==> config.mk <==
export PLATFORM = sky130hd
export DESIGN_NAME = fetch_unit
export DESIGN_NICKNAME = d
export VERILOG_FILES = /design/src/rtl/fetch_unit.sv
export SDC_FILE = /design/constraint.sdc
export NUM_CORES = 1
export LEC_CHECK = 0
export ABC_AREA = 0
export ABC_CLOCK_PERIOD_IN_PS = 1600
export BUFFER_PORTS_ARGS = -buffer_cell sky130_fd_sc_hd__buf_2
export CORE_MARGIN = 4
export CORE_UTILIZATION = 46
export DETAILED_ROUTE_END_ITERATION = 16
export MAX_ROUTING_LAYER = met4
export PLACE_DENSITY = 0.8
export SLEW_MARGIN = 20
export SYNTH_ARGS = -nofsm -noshare
export SYNTH_HDL_FRONTEND = slang
export SYNTH_SLANG_ARGS = --single-unit
==> constraint.sdc <==
create_clock -name clk -period 1.6 [get_ports clk]
set_input_delay 0.08 -clock clk [delete_from_list [all_inputs] [get_ports clk]]
set_output_delay 0.08 -clock clk [all_outputs]
set_load 0.01 [all_outputs]
==> src/rtl/fetch_unit.sv <==
// rtl/fetch_unit.sv - instruction fetch stage between the PC register and decode
// Purpose: samples pc, issues one word fetch per instruction over a req/ack
//   handshake, holds the returned word for decode, and pulses pc_en when decode
//   accepts it. A redirect squashes the fetch in flight.
// Optional feature macro: FETCH_TIMEOUT_EN adds an ack timeout counter and a
//   sticky ERROR state. Without it fetch_err is tied 0.
// Ports:
//   clk, reset_n                 clock, synchronous active-low reset
//   pc, redirect                 current PC and non-sequential load indication
//   imem_req, imem_addr          fetch request and word-aligned address
//   imem_ack, imem_rdata         single-cycle completion pulse and data
//   instr, instr_pc, instr_valid fetched word and its address, to decode
//   instr_ready                  decode accepts this cycle
//   pc_en                        PC register load enable (combinational)
//   fetch_err                    sticky timeout flag
module fetch_unit #(
  parameter int TIMEOUT_CYCLES = 16,
  parameter int ADDR_W         = 32
) (
  input  logic              clk,
  input  logic              reset_n,
  input  logic [ADDR_W-1:0] pc,
  input  logic              redirect,
  output logic              imem_req,
  output logic [ADDR_W-1:0] imem_addr,
  input  logic              imem_ack,
  input  logic [31:0]       imem_rdata,
  output logic [31:0]       instr,
  output logic [ADDR_W-1:0] instr_pc,
  output logic              instr_valid,
  input  logic              instr_ready,
  output logic              pc_en,
  output logic              fetch_err
);

`ifdef FETCH_TIMEOUT_EN
  typedef enum logic [2:0] {S_IDLE, S_WAIT, S_FLUSH, S_HOLD, S_ERROR} state_t;

  localparam int CNT_W = $clog2(TIMEOUT_CYCLES + 1);

  logic [CNT_W-1:0] wait_cnt;
  logic             expired;
  logic             err_q;

  // The cycle being counted now is the last one allowed without an ack.
  assign expired   = (wait_cnt == CNT_W'(TIMEOUT_CYCLES - 1));
  assign fetch_err = err_q;
`else
  typedef enum logic [1:0] {S_IDLE, S_WAIT, S_FLUSH, S_HOLD} state_t;

  localparam int unused_timeout = TIMEOUT_CYCLES;

  assign fetch_err = 1'b0;
`endif

  state_t state;

  // Fetch addresses are always word aligned, so the low PC bits are dropped.
  logic unused_pc_lo;
  assign unused_pc_lo = ^pc[1:0];

  // Redirect beats ready: the PC is taking a branch target instead of pc+4.
  assign pc_en = (state == S_HOLD) && instr_ready && !redirect;

  always_ff @(posedge clk) begin
    if (!reset_n) begin
      state       <= S_IDLE;
      imem_req    <= 1'b0;
      imem_addr   <= '0;
      instr       <= '0;
      instr_pc    <= '0;
      instr_valid <= 1'b0;
`ifdef FETCH_TIMEOUT_EN
      wait_cnt    <= '0;
      err_q       <= 1'b0;
`endif
    end else begin
      case (state)
        S_IDLE: begin
          imem_req  <= 1'b1;
          imem_addr <= {pc[ADDR_W-1:2], 2'b00};
          state     <= S_WAIT;
`ifdef FETCH_TIMEOUT_EN
          wait_cnt  <= '0;
`endif
        end

        S_WAIT: begin
          if (imem_ack) begin
            imem_req <= 1'b0;
            if (!redirect) begin
              instr       <= imem_rdata;
              instr_pc    <= imem_addr;
              instr_valid <= 1'b1;
              state       <= S_HOLD;
            end else begin
              state <= S_IDLE;
            end
          end
`ifdef FETCH_TIMEOUT_EN
          else if (expired) begin
            imem_req <= 1'b0;
            err_q    <= 1'b1;
            state    <= S_ERROR;
          end
`endif
          else if (redirect) begin
            // Memory cannot abort, so keep requesting and drop the data later.
            state <= S_FLUSH;
`ifdef FETCH_TIMEOUT_EN
            wait_cnt <= '0;
`endif
          end
`ifdef FETCH_TIMEOUT_EN
          else begin
            wait_cnt <= wait_cnt + CNT_W'(1);
          end
`endif
        end

        S_FLUSH: begin
          if (imem_ack) begin
            imem_req <= 1'b0;
            state    <= S_IDLE;
          end
`ifdef FETCH_TIMEOUT_EN
          else if (expired) begin
            imem_req <= 1'b0;
            err_q    <= 1'b1;
            state    <= S_ERROR;
          end else begin
            wait_cnt <= wait_cnt + CNT_W'(1);
          end
`endif
        end

        S_HOLD: begin
          if (redirect || instr_ready) begin
            instr_valid <= 1'b0;
            state       <= S_IDLE;
          end
        end

`ifdef FETCH_TIMEOUT_EN
        S_ERROR: begin
          state <= S_ERROR;
        end
`endif

        default: begin
          state <= S_IDLE;
        end
      endcase
    end
  end

endmodule

Word level (Yosys, flattened, before mapping)
Cells that the tools add are included.

Bits in registers: 96. Input bits: 69. Output and inout port bits: 100. Logic and storage cells: 40.

Equal/unequal tests: 9. Multiplexer cells: 12. Bitwise gates (word level): 1. Reduce and logical (&&, ||, !) cells: 12.

Operators by type and width (number): 2-bit two-way mux (5); 2-bit case mux with 4 select lines (1); 2-bit inequality test, second input constant (3); 3-bit AND reduction (2); 2-bit == test, second input constant (2); 1-bit two-way mux (4); 2-bit by 1-bit inequality test with 1-bit output, second input constant (2); 1-bit case mux with 2 select lines (2); 4-bit AND reduction (1); 2-bit nonzero test (2); 3-bit inequality test, second input constant (1); 2-bit by 1-bit == test with 1-bit output, second input constant (1); 1-bit logical AND (2); 2-bit logical NOT (1); 2-bit AND reduction (1); 2-bit OR reduction (1); 1-bit logical NOT (1); 1-bit logical OR (1); 1-bit NOT (1).

Logic depth before layout (Yosys ltp)
Gate-level depths: netlist (run 1).

Word-level depth: 4. Depth in mapped cells: 8. Depth with buffers taken out: 6.

Least setup slack after synthesis (run 1)
No wires, ideal clock.

Path kind: reg2reg. From: reg state[1]. To: reg instr[0]. Library setup time: 132 ps. Data arrival time: 1269 ps. Required time: 1468 ps. Path slack: 198 ps. Stages on the path, launching flop included: 9. Buffers on the path: 2. Clock period less this slack: 1402 ps. Cell sequence: dfxtp_1 -> inv_1 -> ha_1 -> inv_1 -> or2_1 -> buf_4 -> buf_6 -> nand2_1 -> a21oi_1.

Word-level cells in the longest chain between the ends: 2.

RTL lines: start, declared (RTL line 56) `state_t state;`; start signal, assigned (RTL line 67) `state <= S_IDLE;`; start signal, assigned (RTL line 82) `state <= S_WAIT;`; start signal, assigned (RTL line 95) `state <= S_HOLD;`; 2-bit by 1-bit == test with 1-bit output (RTL line 78) `case (state)`; 3-bit AND reduction (no line); end signal, assigned (RTL line 92) `instr <= imem_rdata;`; end, declared (RTL line 28) `output logic [31:0] instr,`.

No other way between the ends. A chain may end at the register's enable or synchronous reset.

Final worst setup path (run 1)
From: reg state[0]. To: reg instr[20].

Same word-level chain as after synthesis.

==> run metrics, run 1 <==
pwr dens=993 nW/um2; met2 routed WL=5180 um; period utilisation layout=0.954; crit path capture type=flop; multiplexer area fraction after synthesis=0.0849; root cell of the clock tree=clkbuf_8; Clock Latency Late Sink=0.35 ns; Met1 Wirelength=4130 um; via count=3,515; cell count after synthesis=408; WL/cell=14.2 um; routed wire length=10,400 um; clk_skew=0.0101 ns; yosys warns=0; Finish-stage setup viols=0; final critical-path required period=1.53 ns; met3 layer wire length in the routed design=798 um; # rows=31; Horiz. Die Dim=95.7 um; RSZ-0062 raised after global routing=no; dpl cell area=4430 um2; area delta synth->final=50.3%; Critical Path Source Type=flop; Post-layout nets=698; register-to-register setup slack=0.07 ns; pin count of the biggest net entering global routing=63; LEAKAGE=2.53 nW; hold path endpoint=imem_req$_SDFFE_PN0P_; Vias/cell=4.83; most common cell in the synthesized netlist=nand2_1; largest family of logic cells by synthesized area=simple AND/OR/NAND/NOR gates; FMAX=655 MHz; Worst EP required=1.83 ns; R2R Path End=instr[20]$_SDFFE_PN0P_; clk buf depth=2; clk sink count=96; Fin Setup TNS=0 ns; Primary FF master, synth=dfxtp_1; initial antenna violation count=0; Setup CP Type=reg -> reg; number of synthesized flops with an enable pin=0; Starting Density=0.480; Final Slew Violations=0; Seq/Total Area, Yosys=0.543; CORE AREA=7370 um2; status=completed; first-pass GRT wire length=16,200 um; VDD IR max=0.000522 V; grt total ovfl=0; die height=95.7 um; vias in the first global route=3,480; routability congestion estimate=0.744; Synth area leaders=dfxtp_1 (54%), nand2_1 (13%), a21oi_1 (9.5%); Filler cells=543; Post-Synth Adder-Cell Area=0.0177; I/O pins=169; data arrival time of the worst path=1.75 ns; Worst Path Max Fanout=31; ant diodes=0; worst hold path class=in -> reg; post-route ant nets=0; top cell type by total area after synthesis=dfxtp_1; HPWL Detailed=6250 um; DRC errors left=0; layout cells sized above 1=0.307; ys async rst share=0; Die ar.=9160 um2; Max Used Layer=met4; R2R depth=6; WHS Path Cells=4; Yosys top cell area share=0.543; post-synthesis simple-gate area fraction=0.186; 1st-pass router iterations=4; hold path startpoint=imem_ack; RR Startpoint=state[0]$_SDFFE_PN0P_; design area=5320 um2; Num CTS Buffers=9; post-synthesis register bit count=96; Cell Area, Synth=3540 um2; CTS tree=done; Synth Area in XOR/XNOR=0; Final Hold Vio Count=0; Max H-tree Level=3; clock slew at reported path FFs=0.09 ns; total global-route track usage=0.230; max cap viols=0; Post-synth top cells=nand2_1 (126), dfxtp_1 (96), a21oi_1 (67), nor2_1 (32), mux2i_1 (30); initial DRC count=135; Compound-Gate Fraction of Synth Area=0.106; Avg Cell Area, Syn=8.67 um2; Synth cell types=24; Port Buffers=161
## cell usage in the layout, fill, tap and decap left out, types with 2 or more instances in the layout
cell type and instances:
buf_4 2, dfxtp_1 96, nor2b_1 3, nand2b_1 2
clkbuf_8 9, dlygate4sd3_1 63, nand2_1 126, buf_12 6
inv_6 4, buf_2 161, ha_1 3, nor2_1 32
inv_2 2, conb_1 5, o21ai_0 3, inv_1 2
bufinv_16 2, a21oi_1 67, mux2i_1 30
## how the worst max path moves through the flow
stage	depth (start not counted)	start	slack (ns)	endpoint
2_1_floorplan	8	state[1]$_SDFFE_PN0P_	0.20	instr[0]$_SDFFE_PN0P_
3_3_place_gp	7	state[1]$_SDFFE_PN0P_	0.1	instr[4]$_SDFFE_PN0P_
3_5_place_dp	7	state[1]$_SDFFE_PN0P_	0.03	instr[20]$_SDFFE_PN0P_
4_1_cts	7	state[1]$_SDFFE_PN0P_	0.02	instr[1]$_SDFFE_PN0P_
5_1_grt	6	state[0]$_SDFFE_PN0P_	0.02	instr[20]$_SDFFE_PN0P_
6_report	6	state[0]$_SDFFE_PN0P_	0.07	instr[20]$_SDFFE_PN0P_
## what timing repair did
| item | 4_1_cts | 5_1_grt |
|---|---|---|
| setup endpoints to repair | 0 | 62 |
| hold endpoints to repair | 63 | 0 |
| setup buffers | 0 | 0 |
| gates resized for setup | 0 | 3 |
| hold buffers | 63 | 0 |
## cell families after synthesis
group           count (synthesis)
other cells                     1
mux                            30
flops                          96
buf+inv                        36
compound gates                 73
simple gates                  167
fa+ha+maj                       5
## worst max-delay path, stage by stage, from the launching register on
cell and delay [ns]:
dfxtp_1 0.44, ha_4 0.18, inv_1 0.05, or2_2 0.35
buf_12 0.19, nand2_1 0.11, a21oi_1 0.08
## metal layers
metal  vias to the layer above  global-route usage
li1                       1738                   -
met1                      1601               0.257
met2                       152               0.389
met3                        24              0.0493
met4                         0               0.111
met5                         -                   -
## final cells by class
| type | instances | area (um2) | area share |
|---|---|---|---|
| Clock buffer | 9 | 124 | 0.0233 |
| Clock inverter | 7 | 100 | 0.0188 |
| Inverter | 4 | 15.0 | 0.00282 |
| Multi-Input combinational cell | 280 | 1440 | 0.270 |
| Sequential cell | 96 | 1920 | 0.361 |
| Tap cell | 99 | 124 | 0.0233 |
| Timing Repair Buffer | 233 | 1600 | 0.300 |
## state kept, by name, indices dropped and copies added (netlist names)
name,cells
instr_pc,30
state,2
instr_valid,1
imem_addr,30
imem_req,1
instr,32
## power breakdown
group	total (mW)	internal (mW)	switching [mW]	leakage (nW)
sequential	2.61	2.52	0.0896	0.783
clock	1.75	0.900	0.852	0.115
combinational	0.917	0.461	0.456	1.63
total	5.28	3.88	1.40	2.53
## through the flow
stage,setup slack [ns],power [mW],hold slack (ns),std cells,utilization
2_1_floorplan,0.198,3.11,0.208,412,-
3_3_place_gp,0.0957,3.40,0.311,648,0.601
3_5_place_dp,0.0320,3.43,0.322,648,0.601
4_1_cts,0.0213,5.30,0.0821,727,0.716
5_1_grt,0.0154,5.53,0.153,728,0.722
6_report,0.0729,5.28,0.101,728,0.722
Power figures use the tool's default switching activity.
==> run 2: changes to the inputs <==
==> constraint.sdc (replaced) <==
create_clock -name clk -period 1.6 [get_ports clk]
set_input_delay 0 -clock clk [delete_from_list [all_inputs] [get_ports clk]]
set_output_delay 0 -clock clk [all_outputs]
set_load 0.01 [all_outputs]
==> run 2 against run 1 <==
Critical path depth unchanged; combinational power up 2.3%; core utilization up 0.97 points; sequential power about the same; global-route usage down 0.41 points.
==> run metrics, run 2 (same netlist as run 1, synthesis figures left out) <==
status=completed; Vias/cell=4.81; Horiz. Die Dim=95.7 um; first-pass GRT wire length=15,800 um; CTS tree=done; largest reg by FF count=instr; DRC errors left=0; root cell of the clock tree=clkbuf_8; Final Slew Violations=0; RR Startpoint=state[0]$_SDFFE_PN0P_; WL/cell=14.6 um; period utilisation layout=0.952; most frequent cells in the layout=buf_2 (161), nand2_1 (126), dfxtp_1 (95); post-route ant nets=0; initial antenna violation count=0; R2R Path End=instr_pc[4]$_SDFFE_PN0P_; Critical Path Source Type=flop; worst hold path class=in -> reg; pwr dens=987 nW/um2; max cap viols=0; clock slew at reported path FFs=0.08 ns; register-to-register setup slack=0.08 ns; pin count of the biggest net entering global routing=63; vias in the first global route=3,361; dpl cell area=4430 um2; Worst Path Max Fanout=31; via count=3,525; initial DRC count=118; LEAKAGE=2.56 nW; routability congestion estimate=0.749; routed wire length=10,700 um; ant diodes=0; design area=5390 um2; FMAX=656 MHz; die height=95.7 um; clk_skew=0.00586 ns; HPWL Detailed=6120 um; Max H-tree Level=3; crit path capture type=flop; Regs by FF count=instr: 32 flops, imem_addr: 30 flops, instr_pc: 30 flops; final critical-path required period=1.52 ns; Clock Latency Late Sink=0.34 ns; max reg flops=32; Final Hold Vio Count=0; layout cells sized above 1=0.312; Starting Density=0.480; 1st-pass router iterations=4; total global-route track usage=0.226; VDD IR max=0.000723 V; R2R depth=6; I/O pins=169; Post-layout nets=703; grt total ovfl=0; Num CTS Buffers=9; Setup CP Type=reg -> reg; Finish-stage setup viols=0; commonest non-fill, non-tap cell in the layout=buf_2; clk sink count=96; CORE AREA=7370 um2; Worst Setup SP=state[0]$_SDFFE_PN0P_; crit path to=instr_pc[4]$_SDFFE_PN0P_; data arrival time of the worst path=1.75 ns; Worst EP required=1.82 ns; Die ar.=9160 um2; area delta synth->final=52.4%; Port Buffers=161; clk buf depth=2; # rows=31; fin util=0.731
[run 2: changes by cell type in the layout (fill, tap and decap cells not counted), sizes merged]
cell,delta
clkbuf,+5
clkinvlp,+1
buf,+3
inv,-4
[run 2: layout make-up]
cell class	instances	area (um2)
clock buffers	12	155
clock inverters	4	76.3
fillers	535	1980
inverters	4	15.0
multi-input cells	280	1430
flip-flops and latches	96	1920
well taps	99	124
repair buffers	238	1670
[run 2: layer usage]
metal | vias up | routed length [um] | track usage
li1 | 1750 | - | -
met1 | 1628 | 4310 | 0.258
met2 | 135 | 5440 | 0.393
met3 | 12 | 824 | 0.0602
met4 | 0 | 123 | 0.0545
met5 | - | 0 | -
[run 2: what timing repair did]
item                                    in CTS  in global routing
gates resized for setup                      0                  3
hold buffers                                63                  0
buffers inserted                             0                  3
hold endpoints to repair                    63                  0
endpoints found under the setup margin       0                 62
[run 2: how the worst min path moves through the flow]
| stage | from | endpoint | cells after the start |
|---|---|---|---|
| global placement | pc[25] | imem_addr[25]$_SDFFE_PN0P_ | 3 |
| finish | imem_ack | imem_req$_SDFFE_PN0P_ | 4 |
| floorplan | redirect | pc_en | 1 |
| global route | imem_ack | imem_req$_SDFFE_PN0P_ | 4 |
| CTS | imem_ack | imem_req$_SDFFE_PN0P_ | 4 |
| detailed placement | pc[30] | imem_addr[30]$_SDFFE_PN0P_ | 3 |
[run 2: power by group]
group          total (mW)  internal, mW  leakage, nW  switching (mW)
clock                1.77         0.970        0.113           0.800
combinational       0.938         0.476         1.66           0.462
sequential           2.61          2.52        0.783          0.0890
[run 2: metrics by stage]
stage	power (mW)	cells	TNS [ns]	hold WS, ns	setup slack [ns]
global placement	3.40	648	0	0.230	0.101
finish	5.32	733	0	0.0349	0.0764
floorplan	3.11	412	0	0.0475	0.198
detailed placement	3.43	648	0	0.243	0.0662
CTS	5.31	727	0	0.0148	0.0322
global route	5.58	733	-0.0228	0.0591	-0.0117
[run 2: critical path: stages, from the launching register on]
cell and delay, ns:
dfxtp_1 0.39, ha_2 0.23, inv_1 0.06, or2_2 0.35, buf_12 0.18, nand2_1 0.11, a21oi_1 0.09
==> run 3: changes to the inputs <==
--- a/config.mk
+++ b/config.mk
@@ -8,11 +8,11 @@
 export ABC_AREA = 0
 export ABC_CLOCK_PERIOD_IN_PS = 1600
 export BUFFER_PORTS_ARGS = -buffer_cell sky130_fd_sc_hd__buf_2
+export CORE_ASPECT_RATIO = 0.9
 export CORE_MARGIN = 4
-export CORE_UTILIZATION = 46
+export CORE_UTILIZATION = 24
 export DETAILED_ROUTE_END_ITERATION = 16
 export MAX_ROUTING_LAYER = met4
-export PLACE_DENSITY = 0.8
 export SLEW_MARGIN = 20
 export SYNTH_ARGS = -nofsm -noshare
 export SYNTH_HDL_FRONTEND = slang
==> run 3 against run 2 <==
Sequential share of layout area is 1.5 points lower; clock skew is 0.0029 ns higher; maximum frequency is 2.8% higher; sequential cell count is the same; highest routed layer unchanged; setup slack improved by 0.042 ns; clock power grew 28%; power increased by 9.4%; die area is 83% higher; first-iteration DRC count is 31% lower.
==> run metrics, run 3 (same netlist as run 1, synthesis figures left out) <==
status=completed; routed wire length=10,700 um; DRC errors left=0; clk sink count=96; Post-layout nets=704; most frequent cells in the layout=buf_2 (161), nand2_1 (126), dfxtp_1 (96); design area=5620 um2; post-route ant nets=0; area delta synth->final=58.8%; pwr dens=1040 nW/um2; max cap viols=0; commonest non-fill, non-tap cell in the layout=buf_2; 1st-pass router iterations=6; met3 layer wire length in the routed design=842 um; WL/cell=13.0 um; pin count of the biggest net entering global routing=35; CORE AREA=14,200 um2; final critical-path required period=1.48 ns; Final Hold Vio Count=0; Met1 Wirelength=4630 um; period utilisation layout=0.926; Finish-stage setup viols=0; I/O pins=169; Starting Density=0.249; Vias/cell=4.12; pre-CTS setup slack=0.0253 ns; Final Slew Violations=0; hold_ws=0.0247 ns; Regs by FF count=instr: 32 flops, imem_addr: 30 flops, instr_pc: 30 flops; total global-route track usage=0.131; Die ar.=16,700 um2; Setup CP Type=reg -> reg; Max Used Layer=met4; data arrival time of the worst path=1.69 ns; clock slew at reported path FFs=0.07 ns; routability congestion estimate=0.682; met2 routed WL=5090 um; root cell of the clock tree=clkbuf_16; Clock Latency Late Sink=0.34 ns; max reg flops=32; largest reg by FF count=instr; Max H-tree Level=3; FMAX=675 MHz; Worst Path Max Fanout=28; first-pass GRT wire length=16,600 um; crit path capture type=flop; WHS Path Cells=4; initial antenna violation count=1; Horiz. Die Dim=136 um; LEAKAGE=2.61 nW; die height=123 um; Num CTS Buffers=9; worst slew pin tran=0.525 ns; Port Buffers=161; HPWL Detailed=6890 um; vias in the first global route=3,391; # rows=41; RSZ-0062 raised after global routing=no; Critical Path Source Type=flop; Worst EP required=1.80 ns; layout cells sized above 1=0.310; initial DRC count=81; VDD IR max=0.000632 V; via count=3,404; post-route worst setup slack=0.118 ns; Slew headroom=0.649; clk_skew=0.00881 ns; CTS tree=done; Fin Setup TNS=0 ns; dpl cell area=4590 um2; R2R depth=6; worst hold path class=in -> reg; clk buf depth=2; grt total ovfl=0
## run 3: worst paths after layout
path	startpoint	to	slack, ns
setup reg to reg	state[0]$_SDFFE_PN0P_	instr[18]$_SDFFE_PN0P_	0.12
setup / recovery	state[0]$_SDFFE_PN0P_	instr[18]$_SDFFE_PN0P_	0.12
hold / removal	imem_ack	imem_req$_SDFFE_PN0P_	0.02
hold reg to reg	instr[21]$_SDFFE_PN0P_	instr[21]$_SDFFE_PN0P_	0.45
## run 3: layer usage
layer  track usage  vias to the layer above
li1              -                     1752
met2         0.215                      119
met4        0.0516                        0
met5             -                        -
met1         0.149                     1519
met3        0.0443                       14
## run 3: layout make-up
class,instances,area (um2)
timing repair buffer,239,1690
fill,1441,8590
antenna,1,2.50
inverter,4,15.0
tap,193,241
multi-input combinational,280,1440
clock inverter,4,70.1
sequential,96,1920
clock buffer,10,239
## run 3: what timing repair did
item	4_1_cts	5_1_grt
buffers inserted	0	1
hold buffers	63	0
hold endpoints to repair	63	0
resized for setup	0	8
setup endpoints to repair	0	62
## run 3: critical path, stage by stage, from the launching register on
cell and delay (ns):
dfxtp_1 0.43, ha_4 0.19, inv_1 0.05, or2_2 0.34, buf_8 0.19, nand2_1 0.08
a21oi_1 0.06
## run 3: power by group
| group | internal [mW] | leakage [nW] | switching (mW) |
|---|---|---|---|
| clock network | 1.39 | 0.154 | 0.869 |
| logic | 0.494 | 1.67 | 0.452 |
| registers | 2.52 | 0.783 | 0.0895 |
## run 3: through the flow
stage | power [mW] | utilization | std cells
after global placement | 3.46 | 0.323 | 747
after CTS | 5.91 | 0.389 | 824
final | 5.82 | 0.395 | 827
after floorplan | 3.11 | - | 412
after global routing | 6.12 | 0.395 | 827
after detailed placement | 3.47 | 0.323 | 747
